==> src/rtl/ifconv_wbq_pkg.sv <==
// ifconv_wbq_pkg: shared depth, result-type codes and queue entry layout for the converter writeback queue
package ifconv_wbq_pkg;
  localparam int WBQ_DEPTH = 4;
  localparam logic [1:0] ptype_sngl = 2'd0;
  localparam logic [1:0] ptype_dbl = 2'd1;
  localparam logic [1:0] ptype_ext = 2'd2;
  typedef struct packed {
    logic [81:0] res;
    logic [1:0] rtyp;
    logic [8:0] tag;
  } wbq_entry_t;
endpackage

==> src/rtl/ifconv_wbq.sv <==
// ifconv_wbq: buffers int-to-float converter results until the writeback port grants them,
// stalling the converter through cvt_clkEn when the queue is full
module ifconv_wbq
  import ifconv_wbq_pkg::*;
#(
  parameter int DEPTH = WBQ_DEPTH
) (
  input  logic                     clk,
  input  logic                     rst,
  input  logic                     ext_clkEn,
  input  logic                     flush,
  input  logic                     in_en,
  input  logic [81:0]              in_res,
  input  logic [1:0]               in_rtyp,
  input  logic [8:0]               in_tag,
  output logic                     cvt_clkEn,
  output logic                     wb_en,
  output logic [81:0]              wb_res,
  output logic [1:0]               wb_rtyp,
  output logic [8:0]               wb_tag,
  input  logic                     wb_gnt,
  output logic [$clog2(DEPTH):0]   cnt
);
  localparam int AW = $clog2(DEPTH);
  logic [AW:0] cnt_q, cnt_d;
  logic [AW-1:0] head_q, head_d, tail_q, tail_d;
  wbq_entry_t mem_q [DEPTH];
  logic push, pop;
  // full/empty come from registered count only, so grant never reaches the converter enable
  assign cvt_clkEn = ext_clkEn & (cnt_q != (AW+1)'(DEPTH));
  assign wb_en = cnt_q != '0;
  assign push = in_en & cvt_clkEn & ~flush;
  assign pop = wb_en & wb_gnt & ~flush;
  assign cnt = cnt_q;
  assign wb_res = mem_q[head_q].res;
  assign wb_rtyp = mem_q[head_q].rtyp;
  assign wb_tag = mem_q[head_q].tag;
  always_comb begin
    cnt_d = flush ? '0 : cnt_q + (AW+1)'(push) - (AW+1)'(pop);
    head_d = flush ? '0 : head_q + AW'(pop);
    tail_d = flush ? '0 : tail_q + AW'(push);
  end
  always_ff @(posedge clk) begin
    if (rst) begin
      cnt_q <= '0;
      head_q <= '0;
      tail_q <= '0;
    end else begin
      cnt_q <= cnt_d;
      head_q <= head_d;
      tail_q <= tail_d;
    end
  end
  always_ff @(posedge clk) begin
    if (push) mem_q[tail_q] <= '{res: in_res, rtyp: in_rtyp, tag: in_tag};
  end
endmodule
==> config.mk <==
export PLATFORM = sky130hd
export DESIGN_NAME = ifconv_wbq
export DESIGN_NICKNAME = d
export VERILOG_FILES = /design/src/rtl/ifconv_wbq_pkg.sv /design/src/rtl/ifconv_wbq.sv
export SDC_FILE = /design/constraint.sdc
export NUM_CORES = 1
export LEC_CHECK = 0
export BUFFER_PORTS_ARGS = -buffer_cell sky130_fd_sc_hd__buf_2
export CORE_UTILIZATION = 30
export CTS_CLUSTER_DIAMETER = 100
export DETAILED_ROUTE_END_ITERATION = 6
export GPL_TIMING_DRIVEN = 1
export MAX_ROUTING_LAYER = met4
export PLACE_DENSITY = 0.52
export SLEW_MARGIN = 20
export SYNTH_ARGS = -nofsm -noshare
export SYNTH_HDL_FRONTEND = slang
export SYNTH_SLANG_ARGS = --single-unit
export TNS_END_PERCENT = 50
==> constraint.sdc <==
create_clock -name clk -period 10.66 [get_ports clk]
set_input_delay 1.599 -clock clk [delete_from_list [all_inputs] [get_ports clk]]
set_output_delay 1.599 -clock clk [all_outputs]
set_load 0.02 [all_outputs]
==> results.tsv, run 1 <==
stage	metric	value	unit
layout	Final Net Count	857	
logic_synthesis	Syn Nets	628	
logic_synthesis	Synth Cell Area	0.01382	sq mm
detailed_routing	vias	6256	
detailed_routing	WL final	27450	um
logic_synthesis	syn_area_per_cell	26.28	sq um
timing	FMAX	0.2252	GHz
clock_tree	TritonCTS clock tree	yes	
timing	Slew Limit Fails	0	
detailed_routing	DR pass1 iterations	4	
logic_synthesis	Cells after Synth	526	
floorplanning	Core Area	0.04538	sq mm
logic_synthesis	mux share of post-synthesis cell area	0.1515	
setup_path	WS Path Type	register to output port	
status	status	finished clean	
floorplanning	die area	0.04694	sq mm
clock_tree	CTS Buf Count	42	
setup_path	WP data arrival	2.84	ns
clock_tree	Resized cells post-CTS	0	
floorplanning	Starting Density	0.3046	
pwr	Power Density	184.5	mW/mm^2
logic_synthesis	adder-cell share of the synthesized area	0.003259	
timing	relative slew slack	0.3780	
layout	Filler Cell Count	4183	
floorplanning	die height	216.6	um
clock_tree	CTS Buffer Depth	3	
timing	Worst Tran Pin Value	0.9330	ns
layout	area taken by multi-input logic gates	0.002372	sq mm
detailed_routing	DRT antenna net count	0	
timing	final setup fails	0	
layout	layout cells sized above 1	0.4683	
clock_tree	postcts setup bufs	0	
global_route	vias in the first global route	6739	
logic_synthesis	Synth top area share	0.8082	
placed_design	Placement Cell Area	0.01550	sq mm
layout	post-route cell area	0.01682	sq mm
pwr	share of power burned in registers	0.533	
run	MaxCap Viol Count	0	
global_route	total grt overflow	0	
global_route	Total Routing Usage GR	0.1222	
logic_synthesis	synth unique cells	30	
floorplanning	Horiz. Die Dim	216.6	um
pwr	Worst IR Drop VDD	0.1011	mV
clock_tree	worst-skew pair later-pin latency	0.55	ns
logic_synthesis	Warnings, synthesis	0	
timing	Clock Skew	0.008654	ns
setup_path	Worst R2R Path Depth	5	
logic_synthesis	largest family of logic cells by synthesized area	multiplexers	
setup_path	worst flop-to-flop path endpoint	mem_q[3][78]	
logic_synthesis	Yosys top cell by area	edfxtp_1	
detailed_routing	Via density	4.494	
pwr	Sw Ratio	0.1996	
pwr	Clk pwr share	0.438	
placed_design	DP HPWL	15180	um
logic_synthesis	XOR/XNOR share of the synthesized area	0.003168	
timing	RSZ-0062 raised after global routing	no	
hold_path	hold path depth	2	
placed_design	routability congestion estimate	0.6709	
timing	Tmin final	4.441	ns
layout	Reg area	0.01132	sq mm
detailed_routing	DR iter-0 viols	314	
timing	final setup TNS	0	ns
global_route	initial antenna violation count	3	
clock_tree	Post-CTS Hold Fix Bufs	0	
setup_path	flop-to-flop setup slack	7.65	ns
timing	Final Hold Vio Count	0	
logic_synthesis	simple-gate share of the synthesized area	0.009414	
setup_path	Worst Setup Start Kind	register	
placed_design	port bufs	196	
clock_tree	clk slew on worst S/H paths	0.06	ns
pwr	LEAKAGE	5.451	nW
global_route	first-pass GRT wire length	41370	um
pwr	Gate power share	0.030	
setup_path	crit path max fanout	50	
logic_synthesis	largest cells by area after synthesis	edfxtp_1 (81%), mux4_2 (15%), dfxtp_1 (1.0%)	
detailed_routing	wire per inst	19.72	um
logic_synthesis	Compound-Gate Fraction of Synth Area	0.002716	
clock_tree	H-tree levels	2	
setup_path	CP Capture Type	output port	
layout	Area Growth Syn to Fin	21.67	%
floorplanning	IO Count	197	
floorplanning	row count	78	
pwr	NetSw	0.0006193	W
pwr	Int Power	0.002483	W
clock_tree	clock sink count	379	
timing	Tcrit/Tclk final	0.4166	
global_route	largest net degree at the start of global routing	52	
clock_tree	clk root buf	clkbuf_16	
setup_path	CP Data Required Time	9.06	ns
hold_path	worst min path class	register to register	
setup_path	worst r2r src	cnt[1]	
logic_synthesis	sequential share of the synthesized area	0.8183	
timing	worst hold margin	0.6423	ns
logic_synthesis	#FFs+latches synth	379	
detailed_routing	DRC Markers	0	
hold_path	Hold Path Origin	tail_q[1]	
hold_path	worst hold path endpoint	tail_q[1]	
cells in the mapped netlist:
cell type / count
a21oi_2: 1
and2_1: 3
and3_1: 1
buf_1: 2
buf_2: 8
buf_4: 3
buf_6: 7
clkbuf_1: 1
dfxtp_1: 7
edfxtp_1: 372
fa_1: 1
ha_1: 2
inv_1: 1
inv_2: 1
mux4_2: 93
nand2_1: 1
nor2_1: 1
nor2b_1: 1
nor3_1: 5
nor3b_1: 1
nor3b_2: 2
o21bai_1: 1
o311ai_1: 1
o31ai_2: 1
or2_1: 1
or3_2: 1
or3_4: 1
or3b_1: 1
xnor2_1: 3
xor2_1: 2
how the worst max path moves through the flow:
stage | startpoint | to | cells past startpoint
finish | head_q[1] | wb_res[42] | 3
global route | head_q[0] | wb_res[11] | 3
CTS | head_q[1] | wb_res[74] | 3
detailed placement | flush | mem_q[3][67] | 5
global placement | flush | mem_q[3][75] | 5
floorplan | in_en | mem_q[2][0] | 3
state kept, by name, indices dropped and copies added, names as in the netlist:
register / cells
cnt: 3
tail_q: 2
head_q: 2
mem_q: 372
per-layer routing:
metal  GRT usage  routed length, um  vias up
li1            -                  -     2748
met1      0.1630              12530     3299
met2      0.1790              12590      165
met3     0.03172               1671       44
met4     0.04695                653        0
met5           -                  0        -
power groups by stage:
stage	clock (W)	combinational, W	sequential, W
floorplan	0	0.0000412	0.00169
global placement	0	0.0000914	0.00168
detailed placement	0	0.0000937	0.00168
CTS	0.00141	0.0000940	0.00165
global route	0.00146	0.0000995	0.00165
finish	0.00136	0.0000920	0.00165
cells by family after synthesis:
| kind of cell | after synthesis |
|---|---|
| XOR/XNOR | 5 |
| AO/OA/AOI/OAI | 4 |
| multiplexers | 93 |
| buffers and inverters | 23 |
| adder cells (fa/ha/maj) | 3 |
| AND/OR/NAND/NOR | 19 |
| flip-flops | 379 |
metrics by stage:
stage | total power, W | std cells | util | setup slack (ns)
CTS | 0.003155 | 1388 | 0.3704 | 6.120
floorplan | 0.001728 | 526 | - | 1.189
global route | 0.003213 | 1391 | 0.3705 | 6.017
detailed placement | 0.001778 | 1311 | 0.3417 | 6.383
finish | 0.003103 | 1392 | 0.3706 | 6.219
global placement | 0.001775 | 1311 | 0.3417 | 6.439
area by class of cell:
class                           instances  share of cell area
Antenna cell                            4           0.0005952
Clock buffer                           59             0.07008
Clock inverter                         18            0.007366
Inverter                                2           0.0004464
Multi-Input combinational cell        124              0.1411
Sequential cell                       379              0.6730
Tap cell                              600             0.04464
Timing Repair Buffer                  206             0.06279
cell usage in the layout (no fill, tap or decap), types with 2 or more instances in the layout:
cell type / Yosys / routed
dfxtp_1: 7 / 5
buf_2: 8 / 196
diode_2: 0 / 4
clkbuf_16: 0 / 45
clkinv_2: 0 / 7
edfxtp_1: 372 / 372
nor3b_2: 2 / 2
clkbuf_1: 1 / 14
clkinv_1: 0 / 5
xnor2_1: 3 / 3
nor3_1: 5 / 4
clkinvlp_4: 0 / 3
mux4_2: 93 / 93
dfxtp_4: 0 / 2
ha_1: 2 / 2
and2_1: 3 / 3
buf_4: 3 / 10
xor2_1: 2 / 2
critical path: stages (launching register included):
cell and delay, ns:
dfxtp_4 0.86, buf_4 0.78, mux4_2 0.43, buf_2 0.18
(Power assumes the default switching activity.)
==> run 2, diff against run 1 <==
Settings changed: ABC_AREA from default to 1, PLACE_DENSITY 0.52 to 0.54.
Clock period 10.66 ns to 3.7 ns, I/O delays scaled along.
==> results.tsv, run 2 <==
stage	metric	value	unit	change
status	status	finished clean		
placed_design	routability congestion estimate	0.7373		+9.9%
logic_synthesis	Syn Nets	1059		+69%
hold_path	worst min path class	input pin to register		
layout	layout cells sized above 1	0.2285		-0.2398
pwr	Worst IR Drop VDD	0.4132	mV	+310%
logic_synthesis	Synth Cell Area	0.01416	sq mm	+2.5%
timing	FMAX	0.3047	GHz	
logic_synthesis	Synth top area share	0.7886		-0.01956
floorplanning	die area	0.04809	sq mm	+2.5%
floorplanning	IO Count	197		unchanged
hold_path	hold path depth	1		-1
timing	Worst Tran Pin Value	1.146	ns	+0.2132 ns
detailed_routing	wire per inst	18.42	um	-6.6%
logic_synthesis	#FFs+latches synth	379		unchanged
setup_path	Worst Setup Start Kind	register		
global_route	vias in the first global route	8090		+20%
global_route	first-pass GRT wire length	49200	um	+19%
detailed_routing	WL final	32900	um	+20%
floorplanning	die height	219.3	um	+1.2%
clock_tree	TritonCTS clock tree	yes		
clock_tree	worst-skew pair later-pin latency	0.54	ns	about the same
placed_design	DP HPWL	17890	um	+18%
clock_tree	Post-CTS Hold Fix Bufs	0		unchanged
layout	fin util	0.3651		-0.005482
logic_synthesis	number of synthesized flops with an enable pin	372		unchanged
detailed_routing	DR iter-0 viols	649		+110%
clock_tree	postcts setup bufs	0		unchanged
layout	commonest non-fill, non-tap cell in the layout	edfxtp_1		
layout	Top reg by flops	mem_q		
timing	final setup fails	0		unchanged
logic_synthesis	largest cells by area after synthesis	edfxtp_1 (79%), o21ai_0 (5.3%), nor2_1 (5.2%)		
floorplanning	Horiz. Die Dim	219.3	um	+1.2%
logic_synthesis	sequential share of the synthesized area	0.7985		-0.01981
timing	RSZ-0062 raised after global routing	no		
setup_path	Worst R2R Path Depth	5		unchanged
placed_design	port bufs	196		unchanged
clock_tree	clock sink count	379		unchanged
clock_tree	H-tree levels	2		unchanged
pwr	Power Density	526.1	mW/mm^2	+190%
logic_synthesis	Synth async-reset ratio	0		unchanged
floorplanning	row count	79		+1.3%
detailed_routing	DRT antenna net count	0		unchanged
setup_path	crit path max fanout	187		+270%
timing	Slew Limit Fails	0		unchanged
detailed_routing	DRC Markers	0		unchanged
clock_tree	clk root buf	clkbuf_16		
detailed_routing	vias	8438		+35%
setup_path	CP Capture Type	output port		
setup_path	WS Path Type	register to output port		
timing	final setup margin	0.4185	ns	-5.801 ns
detailed_routing	Via density	4.725		+5.1%
floorplanning	Starting Density	0.3043		-0.0003224
clock_tree	clk slew on worst S/H paths	0.06	ns	about the same
layout	max FFs per register	372		unchanged
pwr	total power	0.008943	W	+190%
placed_design	Placement Cell Area	0.01570	sq mm	+1.3%
global_route	largest net degree at the start of global routing	188		+260%
timing	Tmin final	3.281	ns	
placed_design	Place WS	1.055	ns	-5.328 ns
timing	Clock Skew	0.01596	ns	+0.007309 ns
clock_tree	CTS Buf Count	41		-2.4%
timing	Tcrit/Tclk final	0.8869		
logic_synthesis	synth unique cells	23		-23%
logic_synthesis	Commonest cells post-synth	edfxtp_1 (372), nor2_1 (197), o21ai_0 (151)		
setup_path	CP Data Required Time	3.14	ns	-5.92 ns
layout	area taken by multi-input logic gates	0.002445	sq mm	+3.1%
global_route	total grt overflow	0		unchanged
detailed_routing	DR pass1 iterations	7		+3
global_route	Total Routing Usage GR	0.1387		+0.01640
global_route	initial antenna violation count	6		+3
logic_synthesis	Warnings, synthesis	0		unchanged
clock_tree	CTS Buffer Depth	3		unchanged
layout	Filler Cell Count	4412		+5.5%
logic_synthesis	top-count cell post-synth	edfxtp_1		
timing	relative slew slack	0.2359		-0.1421
clock_tree	Resized cells post-CTS	0		unchanged
floorplanning	Core Area	0.04656	sq mm	+2.6%
layout	Reg area	0.01132	sq mm	unchanged
logic_synthesis	Top FF cell, synth	edfxtp_1		
layout	fin cells	1786		+28%
placed_design	Placed Cells incl. Taps	1708		+30%
setup_path	WP data arrival	2.73	ns	-0.11 ns
timing	Final Hold Vio Count	0		unchanged
logic_synthesis	syn_area_per_cell	14.80	sq um	-44%
layout	Final Net Count	1246		+45%
run	MaxCap Viol Count	0		unchanged
layout	Area Growth Syn to Fin	20.00	%	
layout	most frequent cells in the layout	edfxtp_1 (372), buf_2 (196), nor2_1 (195)		
logic_synthesis	Cells after Synth	957		+82%
logic_synthesis	Yosys top cell by area	edfxtp_1		
layout	post-route cell area	0.01700	sq mm	+1.1%
pwr	LEAKAGE	5.834	nW	+7.0%
run 2: worst paths after layout:
| kind | start | to | slack, ns |
|---|---|---|---|
| max | head_q[0] | wb_res[34] | 0.42 |
| min | in_res[18] | mem_q[0][29] | 0.23 |
| max reg2reg | cnt[1] | mem_q[0][17] | 1.46 |
| min reg2reg | tail_q[1] | tail_q[1] | 0.59 |
run 2: kinds of logic (layout without fill, tap and decap cells):
kind of cell | count (synthesis) | in the layout | share of synthesized area
AO/OA/AOI/OAI | 282 | 282 | 0.1079
other | 0 | 6 | 0
XOR/XNOR | 2 | 2 | 0.001237
adder cells (fa/ha/maj) | 3 | 3 | 0.003180
AND/OR/NAND/NOR | 214 | 214 | 0.05768
flip-flops | 379 | 379 | 0.7985
buffers and inverters | 77 | 293 | 0.03153
run 2: critical path: stages, from the launching register on:
cell and delay, ns:
dfxtp_4 0.50, inv_8 0.73, o21ai_0 0.17, o22ai_1 0.31, buf_2 0.24
run 2: final cells by class:
| class | count | share of cell area |
|---|---|---|
| antenna | 6 | 0.0008833 |
| timing repair buffer | 205 | 0.06537 |
| clock buffer | 51 | 0.06507 |
| tap | 607 | 0.04468 |
| inverter | 16 | 0.003975 |
| sequential | 379 | 0.6659 |
| multi-input combinational | 501 | 0.1438 |
| clock inverter | 21 | 0.01031 |
run 2: layer usage:
metal,up-vias,track usage,part of all wire
li1,3990,-,-
met3,49,0.03049,0.058
met4,0,0.03449,0.016
met5,-,-,0
met2,228,0.2180,0.48
met1,4171,0.1817,0.44
run 2: through the flow:
stage,TNS (ns),hold WS (ns)
3_5_place_dp,0,0.5869
5_1_grt,0,0.2093
6_report,0,0.2319
2_1_floorplan,-264.08,0.5308
3_3_place_gp,0,0.5752
4_1_cts,0,0.1984
run 2: power breakdown:
part,total (W),switching (W),internal (W)
Sequential,0.00476,0.00000983,0.00475
Combinational,0.000271,0.000184,0.0000863
Clock,0.00391,0.00159,0.00232
Total,0.00894,0.00178,0.00716
==> run 3, diff against run 2 <==
Settings changed: ABC_AREA 1 to 0, HOLD_SLACK_MARGIN from default to 0.05.
==> results.tsv, run 3 (synthesis gave the netlist of run 1 again) <==
stage	metric	value	unit	change
status	status	finished clean		
clock_tree	TritonCTS clock tree	yes		
placed_design	Placement Cell Area	0.01566	sq mm	-0.24%
hold_path	worst hold path endpoint	mem_q[0][2]		
timing	Tmin final	2.919	ns	-0.3621 ns
clock_tree	CTS Buffer Depth	3		unchanged
clock_tree	Post-CTS Hold Fix Bufs	0		unchanged
setup_path	WS Path Type	register to output port		
floorplanning	Starting Density	0.3046		+0.0003224
clock_tree	worst-skew pair later-pin latency	0.54	ns	about the same
detailed_routing	DRC Markers	0		unchanged
timing	Final Hold Vio Count	0		unchanged
detailed_routing	WL final	27390	um	-17%
timing	final setup fails	0		unchanged
floorplanning	die height	216.6	um	-1.2%
detailed_routing	Via density	4.448		-5.9%
floorplanning	Core Area	0.04538	sq mm	-2.5%
timing	FMAX	0.3425	GHz	+12%
pwr	Sw Ratio	0.1918		-0.007736
layout	Final Net Count	863		-31%
floorplanning	IO Count	197		unchanged
global_route	initial antenna violation count	4		-2
detailed_routing	DR pass1 iterations	4		-3
layout	layout cells sized above 1	0.4817		+0.2532
detailed_routing	wire per inst	19.62	um	+6.5%
pwr	share of power burned in registers	0.515		-0.018
setup_path	slowest library cell on the worst path	dfxtp_4		
clock_tree	CTS Buf Count	41		unchanged
clock_tree	Resized cells post-CTS	0		unchanged
hold_path	worst min path class	input pin to register		
timing	Slew Limit Fails	0		unchanged
setup_path	critical path's largest stage delay	0.73	ns	about the same
global_route	first-pass GRT wire length	41340	um	-16%
detailed_routing	DRT antenna net count	0		unchanged
timing	Clock Skew	0.01527	ns	-0.0006913 ns
run	MaxCap Viol Count	0		unchanged
pwr	Power Density	541.5	mW/mm^2	+2.9%
hold_path	hold path depth	1		unchanged
layout	Area Growth Syn to Fin	23.50	%	
pwr	Gate power share	0.029		about the same
global_route	vias in the first global route	6758		-16%
layout	commonest non-fill, non-tap cell in the layout	edfxtp_1		
clock_tree	postcts setup bufs	0		unchanged
setup_path	CP Capture Type	output port		
placed_design	DP HPWL	16310	um	-8.9%
placed_design	routability congestion estimate	0.6916		-6.2%
global_route	largest net degree at the start of global routing	51		-73%
detailed_routing	DR iter-0 viols	338		-48%
pwr	total power	0.009243	W	+3.3%
floorplanning	Horiz. Die Dim	216.6	um	-1.2%
setup_path	Worst R2R Path Depth	4		-1
timing	relative slew slack	0.5014		+0.2655
clock_tree	clock sink count	379		unchanged
pwr	LEAKAGE	5.557	nW	-4.7%
layout	max FFs per register	372		unchanged
detailed_routing	vias	6209		-26%
floorplanning	row count	78		-1.3%
placed_design	Place WS	1.212	ns	+0.1574 ns
global_route	Total Routing Usage GR	0.1221		-0.01657
layout	post-route cell area	0.01707	sq mm	+0.43%
setup_path	Worst Setup Start Kind	register		
pwr	Clk pwr share	0.456		+0.019
setup_path	crit path max fanout	29		-84%
pwr	NetSw	0.001772	W	-0.66%
setup_path	flop-to-flop setup slack	1.46	ns	about the same
pwr	Int Power	0.007470	W	+4.3%
hold_path	Hold Path Origin	in_tag[2]		
timing	final setup margin	0.7806	ns	+0.3621 ns
setup_path	WP data arrival	2.36	ns	-0.37 ns
floorplanning	die area	0.04694	sq mm	-2.4%
clock_tree	clk root buf	clkbuf_16		
layout	Filler Cell Count	4141		-6.1%
timing	Tcrit/Tclk final	0.7890		-0.09786
pwr	Worst IR Drop VDD	0.3763	mV	-8.9%
layout	most frequent cells in the layout	edfxtp_1 (372), buf_2 (196), mux4_2 (93)		
setup_path	crit-path cells	buf_4 -> mux4_2 -> buf_2		
setup_path	worst flop-to-flop path endpoint	mem_q[2][58]		
timing	worst hold margin	0.2307	ns	-0.001239 ns
clock_tree	clk slew on worst S/H paths	0.06	ns	about the same
timing	RSZ-0062 raised after global routing	no		
layout	Top reg by flops	mem_q		
setup_path	worst r2r src	cnt[2]		
timing	Worst Tran Pin Value	0.7479	ns	-0.3983 ns
placed_design	port bufs	196		unchanged
setup_path	CP Data Required Time	3.14	ns	about the same
global_route	total grt overflow	0		unchanged
clock_tree	H-tree levels	2		unchanged
## run 3: layout make-up
cell class	instances	area [sq um]	area share
flip-flops and latches	379	11320	0.6633
multi-input cells	124	2387	0.1399
repair buffers	213	1196	0.07007
clock buffers	52	1110	0.06501
well taps	600	750.7	0.04398
clock inverters	21	284.0	0.01664
diodes	5	12.51	0.0007330
inverters	2	7.507	0.0004398
## run 3: power groups by stage
| stage | clock (W) | combinational (W) | sequential, W |
|---|---|---|---|
| 2_1_floorplan | 0 | 0.000120 | 0.00486 |
| 3_3_place_gp | 0 | 0.000266 | 0.00485 |
| 3_5_place_dp | 0 | 0.000273 | 0.00485 |
| 4_1_cts | 0.00435 | 0.000274 | 0.00476 |
| 5_1_grt | 0.00450 | 0.000291 | 0.00476 |
| 6_report | 0.00421 | 0.000268 | 0.00476 |
## run 3: worst max-delay path, delay by kind of cell (launching register included)
kind	cells	cell delay (ns)
flip-flops	1	0.73
buffers and inverters	2	0.52
multiplexers	1	0.52
## run 3: how the worst max path moves through the flow
stage	startpoint	depth (start not counted)	slack (ns)	endpoint
floorplan	flush	2	-0.15	mem_q[2][0]
global placement	flush	4	1.25	mem_q[1][55]
detailed placement	head_q[0]	3	1.21	wb_res[71]
CTS	head_q[0]	3	0.59	wb_res[71]
global route	head_q[0]	3	0.51	wb_res[71]
finish	head_q[0]	3	0.78	wb_res[0]
## run 3: metal layers
| metal | share of wire | vias up | wire length, um | GRT usage |
|---|---|---|---|---|
| li1 | - | 2768 | - | - |
| met1 | 0.42 | 3238 | 11620 | 0.1532 |
| met2 | 0.49 | 154 | 13530 | 0.1907 |
| met3 | 0.063 | 49 | 1736 | 0.03846 |
| met4 | 0.018 | 0 | 505 | 0.03333 |
| met5 | 0 | - | 0 | - |
## run 3: through the flow
step	utilization	TNS (ns)	cells
2_1_floorplan	-	-27.49	526
3_3_place_gp	0.3452	0	1318
3_5_place_dp	0.3452	0	1318
4_1_cts	0.3759	0	1391
5_1_grt	0.3761	0	1395
6_report	0.3762	0	1396
